===== src/rtl/mips_pkg.sv =====
// Shared MIPS encodings for the ALU, writeback and future decode stages.
// Holds the writeback FSM state constants and the memory-op helper.
package mips_pkg;

  localparam logic [5:0] OP_RTYPE = 6'b000000;
  localparam logic [5:0] OP_BEQ   = 6'b000100;
  localparam logic [5:0] OP_BNE   = 6'b000101;
  localparam logic [5:0] OP_ADDI  = 6'b001000;
  localparam logic [5:0] OP_ADDIU = 6'b001001;
  localparam logic [5:0] OP_SLTI  = 6'b001010;
  localparam logic [5:0] OP_SLTIU = 6'b001011;
  localparam logic [5:0] OP_ANDI  = 6'b001100;
  localparam logic [5:0] OP_ORI   = 6'b001101;
  localparam logic [5:0] OP_XORI  = 6'b001110;
  localparam logic [5:0] OP_LW    = 6'b100011;
  localparam logic [5:0] OP_SW    = 6'b101011;

  localparam logic [5:0] F_SLL   = 6'b000000;
  localparam logic [5:0] F_SRL   = 6'b000010;
  localparam logic [5:0] F_SRA   = 6'b000011;
  localparam logic [5:0] F_SLLV  = 6'b000100;
  localparam logic [5:0] F_SRLV  = 6'b000110;
  localparam logic [5:0] F_SRAV  = 6'b000111;
  localparam logic [5:0] F_MFHI  = 6'b010000;
  localparam logic [5:0] F_MFLO  = 6'b010010;
  localparam logic [5:0] F_MULT  = 6'b011000;
  localparam logic [5:0] F_MULTU = 6'b011001;
  localparam logic [5:0] F_DIV   = 6'b011010;
  localparam logic [5:0] F_DIVU  = 6'b011011;
  localparam logic [5:0] F_ADD   = 6'b100000;
  localparam logic [5:0] F_ADDU  = 6'b100001;
  localparam logic [5:0] F_SUB   = 6'b100010;
  localparam logic [5:0] F_SUBU  = 6'b100011;
  localparam logic [5:0] F_AND   = 6'b100100;
  localparam logic [5:0] F_OR    = 6'b100101;
  localparam logic [5:0] F_XOR   = 6'b100110;
  localparam logic [5:0] F_NOR   = 6'b100111;
  localparam logic [5:0] F_SLT   = 6'b101010;
  localparam logic [5:0] F_SLTU  = 6'b101011;

  localparam logic [1:0] ST_IDLE = 2'd0;
  localparam logic [1:0] ST_MEM  = 2'd1;
  localparam logic [1:0] ST_WB   = 2'd2;

  function automatic logic is_mem_op(input logic [5:0] op);
    return (op == OP_LW) || (op == OP_SW);
  endfunction

endpackage


===== src/rtl/hilo_regs.sv =====
// Architectural HI/LO register pair; both halves update together on we.
module hilo_regs
  import mips_pkg::*;
#(
  parameter int DATA_W = 32
) (
  input  logic              clk,
  input  logic              reset,
  input  logic              we,
  input  logic [DATA_W-1:0] hi_d,
  input  logic [DATA_W-1:0] lo_d,
  output logic [DATA_W-1:0] hi_q,
  output logic [DATA_W-1:0] lo_q
);

  always_ff @(posedge clk) begin
    if (reset) begin
      hi_q <= '0;
      lo_q <= '0;
    end else if (we) begin
      hi_q <= hi_d;
      lo_q <= lo_d;
    end
  end

endmodule


===== src/rtl/alu_writeback.sv =====
// Writeback stage behind the combinational MIPS ALU: memory access, HI/LO,
// branch resolution, register-file writeback and exception pulses.
module alu_writeback
  import mips_pkg::*;
#(
  parameter int DATA_W = 32,
  parameter int REG_AW = 5
) (
  input  logic              clk,
  input  logic              reset,
  input  logic              in_valid,
  output logic              in_ready,
  input  logic [31:0]       i_datain,
  input  logic [DATA_W-1:0] alu_c,
  input  logic [2:0]        alu_zon,
  input  logic [DATA_W-1:0] alu_hi,
  input  logic [DATA_W-1:0] alu_lo,
  input  logic [DATA_W-1:0] gr2,
  input  logic [DATA_W-1:0] pc_plus4,
  output logic              mem_req,
  output logic              mem_we,
  output logic [DATA_W-1:0] mem_addr,
  output logic [DATA_W-1:0] mem_wdata,
  input  logic              mem_ack,
  input  logic [DATA_W-1:0] mem_rdata,
  output logic              rf_we,
  output logic [REG_AW-1:0] rf_waddr,
  output logic [DATA_W-1:0] rf_wdata,
  output logic [DATA_W-1:0] hi_q,
  output logic [DATA_W-1:0] lo_q,
  output logic              branch_taken,
  output logic [DATA_W-1:0] branch_target,
  output logic              exc_ovf,
  output logic              exc_div0
);

  logic [1:0]        state;
  logic [31:0]       instr_q;
  logic [DATA_W-1:0] c_q, hi_in_q, lo_in_q, gr2_q, pc4_q, rdata_q;
  logic [2:0]        zon_q;

  logic [5:0]        opcode, func;
  logic [4:0]        rt, rd, waddr_d;
  logic [15:0]       imm;
  logic [DATA_W-1:0] wdata_d;
  logic              wr_req, hilo_req, br_req, ovf_req, div0_req;
  logic              accept, in_wb;

  assign opcode = instr_q[31:26];
  assign rt     = instr_q[20:16];
  assign rd     = instr_q[15:11];
  assign func   = instr_q[5:0];
  assign imm    = instr_q[15:0];

  assign in_ready = (state == ST_IDLE) && !reset;
  assign accept   = in_valid && in_ready;

  // Operands are latched at accept so upstream is free to move on immediately.
  always_ff @(posedge clk) begin
    if (reset) begin
      state   <= ST_IDLE;
      instr_q <= '0;
      c_q     <= '0;
      zon_q   <= '0;
      hi_in_q <= '0;
      lo_in_q <= '0;
      gr2_q   <= '0;
      pc4_q   <= '0;
      rdata_q <= '0;
    end else begin
      case (state)
        ST_IDLE: begin
          if (accept) begin
            instr_q <= i_datain;
            c_q     <= alu_c;
            zon_q   <= alu_zon;
            hi_in_q <= alu_hi;
            lo_in_q <= alu_lo;
            gr2_q   <= gr2;
            pc4_q   <= pc_plus4;
            state   <= is_mem_op(i_datain[31:26]) ? ST_MEM : ST_WB;
          end
        end
        ST_MEM: begin
          if (mem_ack) begin
            rdata_q <= mem_rdata;
            state   <= ST_WB;
          end
        end
        ST_WB:   state <= ST_IDLE;
        default: state <= ST_IDLE;
      endcase
    end
  end

  assign mem_req   = (state == ST_MEM);
  assign mem_we    = (state == ST_MEM) && (opcode == OP_SW);
  assign mem_addr  = c_q;
  assign mem_wdata = gr2_q;

  // Decode of the latched instruction into writeback side effects.
  always_comb begin
    wr_req   = 1'b0;
    hilo_req = 1'b0;
    br_req   = 1'b0;
    ovf_req  = 1'b0;
    div0_req = 1'b0;
    waddr_d  = rt;
    wdata_d  = c_q;
    case (opcode)
      OP_RTYPE: begin
        waddr_d = rd;
        case (func)
          F_ADD, F_SUB: begin
            if (zon_q[1]) ovf_req = 1'b1;
            else          wr_req  = 1'b1;
          end
          F_ADDU, F_SUBU, F_AND, F_OR, F_XOR, F_NOR, F_SLT, F_SLTU,
          F_SLL, F_SLLV, F_SRL, F_SRLV, F_SRA, F_SRAV:
            wr_req = 1'b1;
          F_MFHI: begin
            wr_req  = 1'b1;
            wdata_d = hi_q;
          end
          F_MFLO: begin
            wr_req  = 1'b1;
            wdata_d = lo_q;
          end
          F_MULT, F_MULTU: hilo_req = 1'b1;
          F_DIV, F_DIVU: begin
            if (zon_q[1]) div0_req = 1'b1;
            else          hilo_req = 1'b1;
          end
          default: ;
        endcase
      end
      OP_ADDI: begin
        if (zon_q[1]) ovf_req = 1'b1;
        else          wr_req  = 1'b1;
      end
      OP_ADDIU, OP_ANDI, OP_ORI, OP_XORI, OP_SLTI, OP_SLTIU: wr_req = 1'b1;
      OP_LW: begin
        wr_req  = 1'b1;
        wdata_d = rdata_q;
      end
      OP_BEQ:  br_req = zon_q[2];
      OP_BNE:  br_req = !zon_q[2];
      default: ;
    endcase
  end

  // A reset edge landing in WB must not leave a pulse visible that cycle.
  assign in_wb = (state == ST_WB) && !reset;

  assign rf_we         = in_wb && wr_req && (waddr_d != 5'd0);
  assign rf_waddr      = REG_AW'(waddr_d);
  assign rf_wdata      = wdata_d;
  assign branch_taken  = in_wb && br_req;
  assign branch_target = pc4_q + {{(DATA_W-18){imm[15]}}, imm, 2'b00};
  assign exc_ovf       = in_wb && ovf_req;
  assign exc_div0      = in_wb && div0_req;

  hilo_regs #(.DATA_W(DATA_W)) u_hilo (
    .clk   (clk),
    .reset (reset),
    .we    (in_wb && hilo_req),
    .hi_d  (hi_in_q),
    .lo_d  (lo_in_q),
    .hi_q  (hi_q),
    .lo_q  (lo_q)
  );

endmodule


===== config.mk =====
export PLATFORM = sky130hd
export DESIGN_NAME = alu_writeback
export DESIGN_NICKNAME = d
export VERILOG_FILES = /design/src/rtl/mips_pkg.sv /design/src/rtl/hilo_regs.sv /design/src/rtl/alu_writeback.sv
export SDC_FILE = /design/constraint.sdc
export NUM_CORES = 1
export LEC_CHECK = 0
export CORE_AREA = 10 10 163 165
export DETAILED_ROUTE_END_ITERATION = 12
export DIE_AREA = 0 0 173 175
export DONT_BUFFER_PORTS = 1
export PLACE_DENSITY = 0.73
export SLEW_MARGIN = 10
export SYNTH_ARGS = -nofsm -noshare
export SYNTH_HDL_FRONTEND = slang
export SYNTH_SLANG_ARGS = --single-unit

===== constraint.sdc =====
create_clock -name clk -period 9.2 [get_ports clk]
set_input_delay 2.76 -clock clk [delete_from_list [all_inputs] [get_ports clk]]
set_output_delay 2.76 -clock clk [all_outputs]
set_load 0.005 [all_outputs]

==> results.py <==
metrics = {
    "sta": {
        "fin_crit_sh_pct": 71.4,
        "relSlewSlack_pct": 26.7,
        "finalSetupTns_ns": 0,
        "rsz0062_at_grt": "false",
        "skew_ns": 0.0176,
        "worst_pin_slew_ns": 1.10,
        "hold_violations": 0,
        "max_freq_ghz": 0.152,
        "setup_viol": 0,
        "slew_viol_final": 0,
        "timing.final.ws_setup_ns": 2.63,
        "whs_ns": 0.443,
        "fin_crit_ns": 6.57,
    },
    "status": {
        "status": "complete, no violations",
    },
    "place": {
        "dp_hpwl_um": 29200,
        "post-place-ws_ns": 2.64,
        "port_buffers": 0,
        "gp_congestion": 0.876,
    },
    "floorplan": {
        "die_w_um": 173,
        "die_h_um": 175,
        "start_util_pct": 55.6,
        "ios": 435,
        "num_rows": 56,
        "coreArea_mm2": 0.0233,
        "die_area_mm2": 0.0303,
    },
    "worst_setup_path": {
        "crit_arrival_ns": 3.81,
        "r2r_slack_ns": 5.56,
        "crit_required_ns": 6.44,
        "reg2reg_from": "instr_q[27]$_SDFFE_PP0P_",
        "crit_type": "in2out",
        "cp-start-kind": "input pin",
        "worstPathMaxFanout": 289,
        "critPathLaunch": "reset",
        "critPathCaptureType": "output port",
    },
    "cells_and_area": {
        "layout_commonest_cell": "nand2_1",
        "fin_nets": 1810,
        "syn_to_final_growth_pct": 8.36,
        "drive_gt1_share_pct": 5.53,
        "fillers": 2137,
        "layout_common_cells": "nand2_1 (409), dfxtp_1 (286), o21ai_0 (202)",
    },
    "routing": {
        "wl_um": 40700,
        "drc": 0,
        "ant_nets": 0,
        "drtIter0Drc": 875,
        "drt_pass1_iterations": 5,
        "vias": 10900,
        "wl_per_cell_um": 21.5,
        "vias_per_cell": 5.74,
    },
    "cts": {
        "insertion_delay_ns": 0.56,
        "root_buffer": "clkbuf_16",
        "clkSinkCount": 287,
        "cts_setup_buffers": 0,
        "tritoncts": "yes",
        "cts_buffer_depth": 3,
        "cts-hold-fix-buffers": 0,
        "cts_resized": 0,
        "numCtsBuffers": 30,
        "cts.clk_slew.worst_paths_ns": 0.07,
        "htreeDepth": 1,
    },
    "logic_synthesis": {
        "synth_nets": 1885,
        "syn_avg_cell_area_um2": 7.97,
        "synthDistinctLibCells": 57,
        "synth_area_mm2": 0.0129,
        "synth.yosys.seq_area_share_pct": 44.4,
        "synth_edf_count": 0,
        "ys_seq_elements": 287,
        "yosys_warnings": 0,
        "synth_ff_type": "dfxtp_1",
        "synthCells": 1624,
        "async_reset_ff_share_pct": 0,
    },
    "global_route": {
        "antenna_found_initial": 3,
        "grt_pass1_wl_um": 61500,
        "grt_start_max_net_pins": 290,
        "grt_usage_pct": 25.1,
        "grt_overflow_total": 0,
        "grt_pass1_vias": 10600,
    },
    "power_and_ir_drop": {
        "intPower_w": 0.00219,
        "p_switching_w": 0.000719,
        "p_sw_share_pct": 24.7,
        "irDropWorstVdd_v": 0.000175,
        "pwr-share-seq_pct": 46.7,
        "p_comb_share_pct": 8.4,
        "powerDensity_mw_per_mm2": 207,
        "p_leak_nw": 4.88,
        "clockPowerShare_pct": 44.9,
    },
    "hold_path": {
        "hp-start": "hi_in_q[5]$_SDFFE_PP0P_",
        "hold_class": "reg2reg",
    },
    "job": {
        "maxCapViolCount": 0,
    },
}
[cells by family after synthesis]
group	synth area share (%)
simple gates	25.1
xor+xnor	1.96
fa+ha+maj	2.96
compound gates	18.6
flops	44.4
buf+inv	4.05
mux	2.99
[synthesized netlist by cell type (2+ instances only)]
cell	number	area [um^2]
a31oi_1	2	12.5
buf_4	3	22.5
nor2_1	58	218
nor2b_1	5	31.3
o21bai_1	5	37.5
mux2i_1	33	330
o31ai_1	5	37.5
inv_1	7	26.3
and3_1	2	12.5
nand4_1	7	43.8
buf_2	2	10.0
nor3_1	9	45.0
and2_1	3	18.8
a221o_1	32	320
a21o_1	6	45.0
o41ai_1	3	26.3
buf_1	6	22.5
o21ai_0	202	1010
nand3_1	8	40.0
o21a_1	4	30.0
xnor2_1	14	123
o211ai_1	5	37.5
nand2_1	409	1540
dfxtp_1	287	5750
a211o_1	2	17.5
xor2_1	15	131
ha_1	29	363
nor4_1	4	25.0
nand2b_1	185	1160
mux2_2	5	56.3
buf_6	6	67.6
a21oi_1	124	621
a211oi_1	10	75.1
a2111oi_0	2	17.5
a21oi_2	4	35.0
clkbuf_1	100	375
[state kept, by name (all words and copies together) (netlist names)]
register     count
hi_in_q         32
lo_in_q         32
mem_addr        32
mem_wdata       32
pc4_q           32
rdata_q         32
u_hilo.hi_q     32
u_hilo.lo_q     32
instr_q         27
state            2
zon_q            2
[worst max-delay path: stages]
cell     delay [ns]
nor2_1         0.10
nand2_1        0.22
nor4_1         0.69
[stage by stage]
step,instance area (um^2),util [%],instances,total power (W)
floorplan,12900,-,1624,0.00158
global placement,12900,55.6,1836,0.00162
detailed placement,12900,55.6,1836,0.00163
CTS,14000,60.2,1892,0.00293
global route,14000,60.3,1893,0.00301
finish,14000,60.3,1894,0.00290
[path summary, 6_finish.rpt]
kind,to,cells past startpoint
setup reg to reg,u_hilo.hi_q[20]$_SDFFE_PP0P_,8
setup / recovery,branch_taken,3
hold / removal,u_hilo.hi_q[5]$_SDFFE_PP0P_,2
hold reg to reg,u_hilo.hi_q[5]$_SDFFE_PP0P_,2
[metal layers]
metal  part of all wire, %  wire, um  global-route usage, %  vias up
li1                      -         -                      -     5317
met2                    49     19900                   44.2      446
met5                 0.032        13                      0        -
met3                   9.8      3990                   9.33       76
met1                    38     15500                   27.3     5033
met4                   3.2      1320                   8.52        2
[area by class of cell]
type	instances	area [um^2]	share of cell area, %
clock inverters	17	206	1.47
diodes	2	5.00	0.0357
flip-flops and latches	287	5750	41.0
well taps	319	399	2.85
inverters	7	26.3	0.187
multi-input cells	1213	6690	47.7
clock buffers	39	875	6.24
repair buffers	10	75.1	0.536
[power by group through the flow]
stage	clock network, W	logic [W]	registers [W]
after floorplan	0	0.000209	0.00137
after global placement	0	0.000236	0.00138
after detailed placement	0	0.000243	0.00138
after CTS	0.00133	0.000244	0.00136
after global routing	0.00137	0.000274	0.00136
final	0.00130	0.000244	0.00136
No activity file was read; power rests on OpenSTA's default activity.
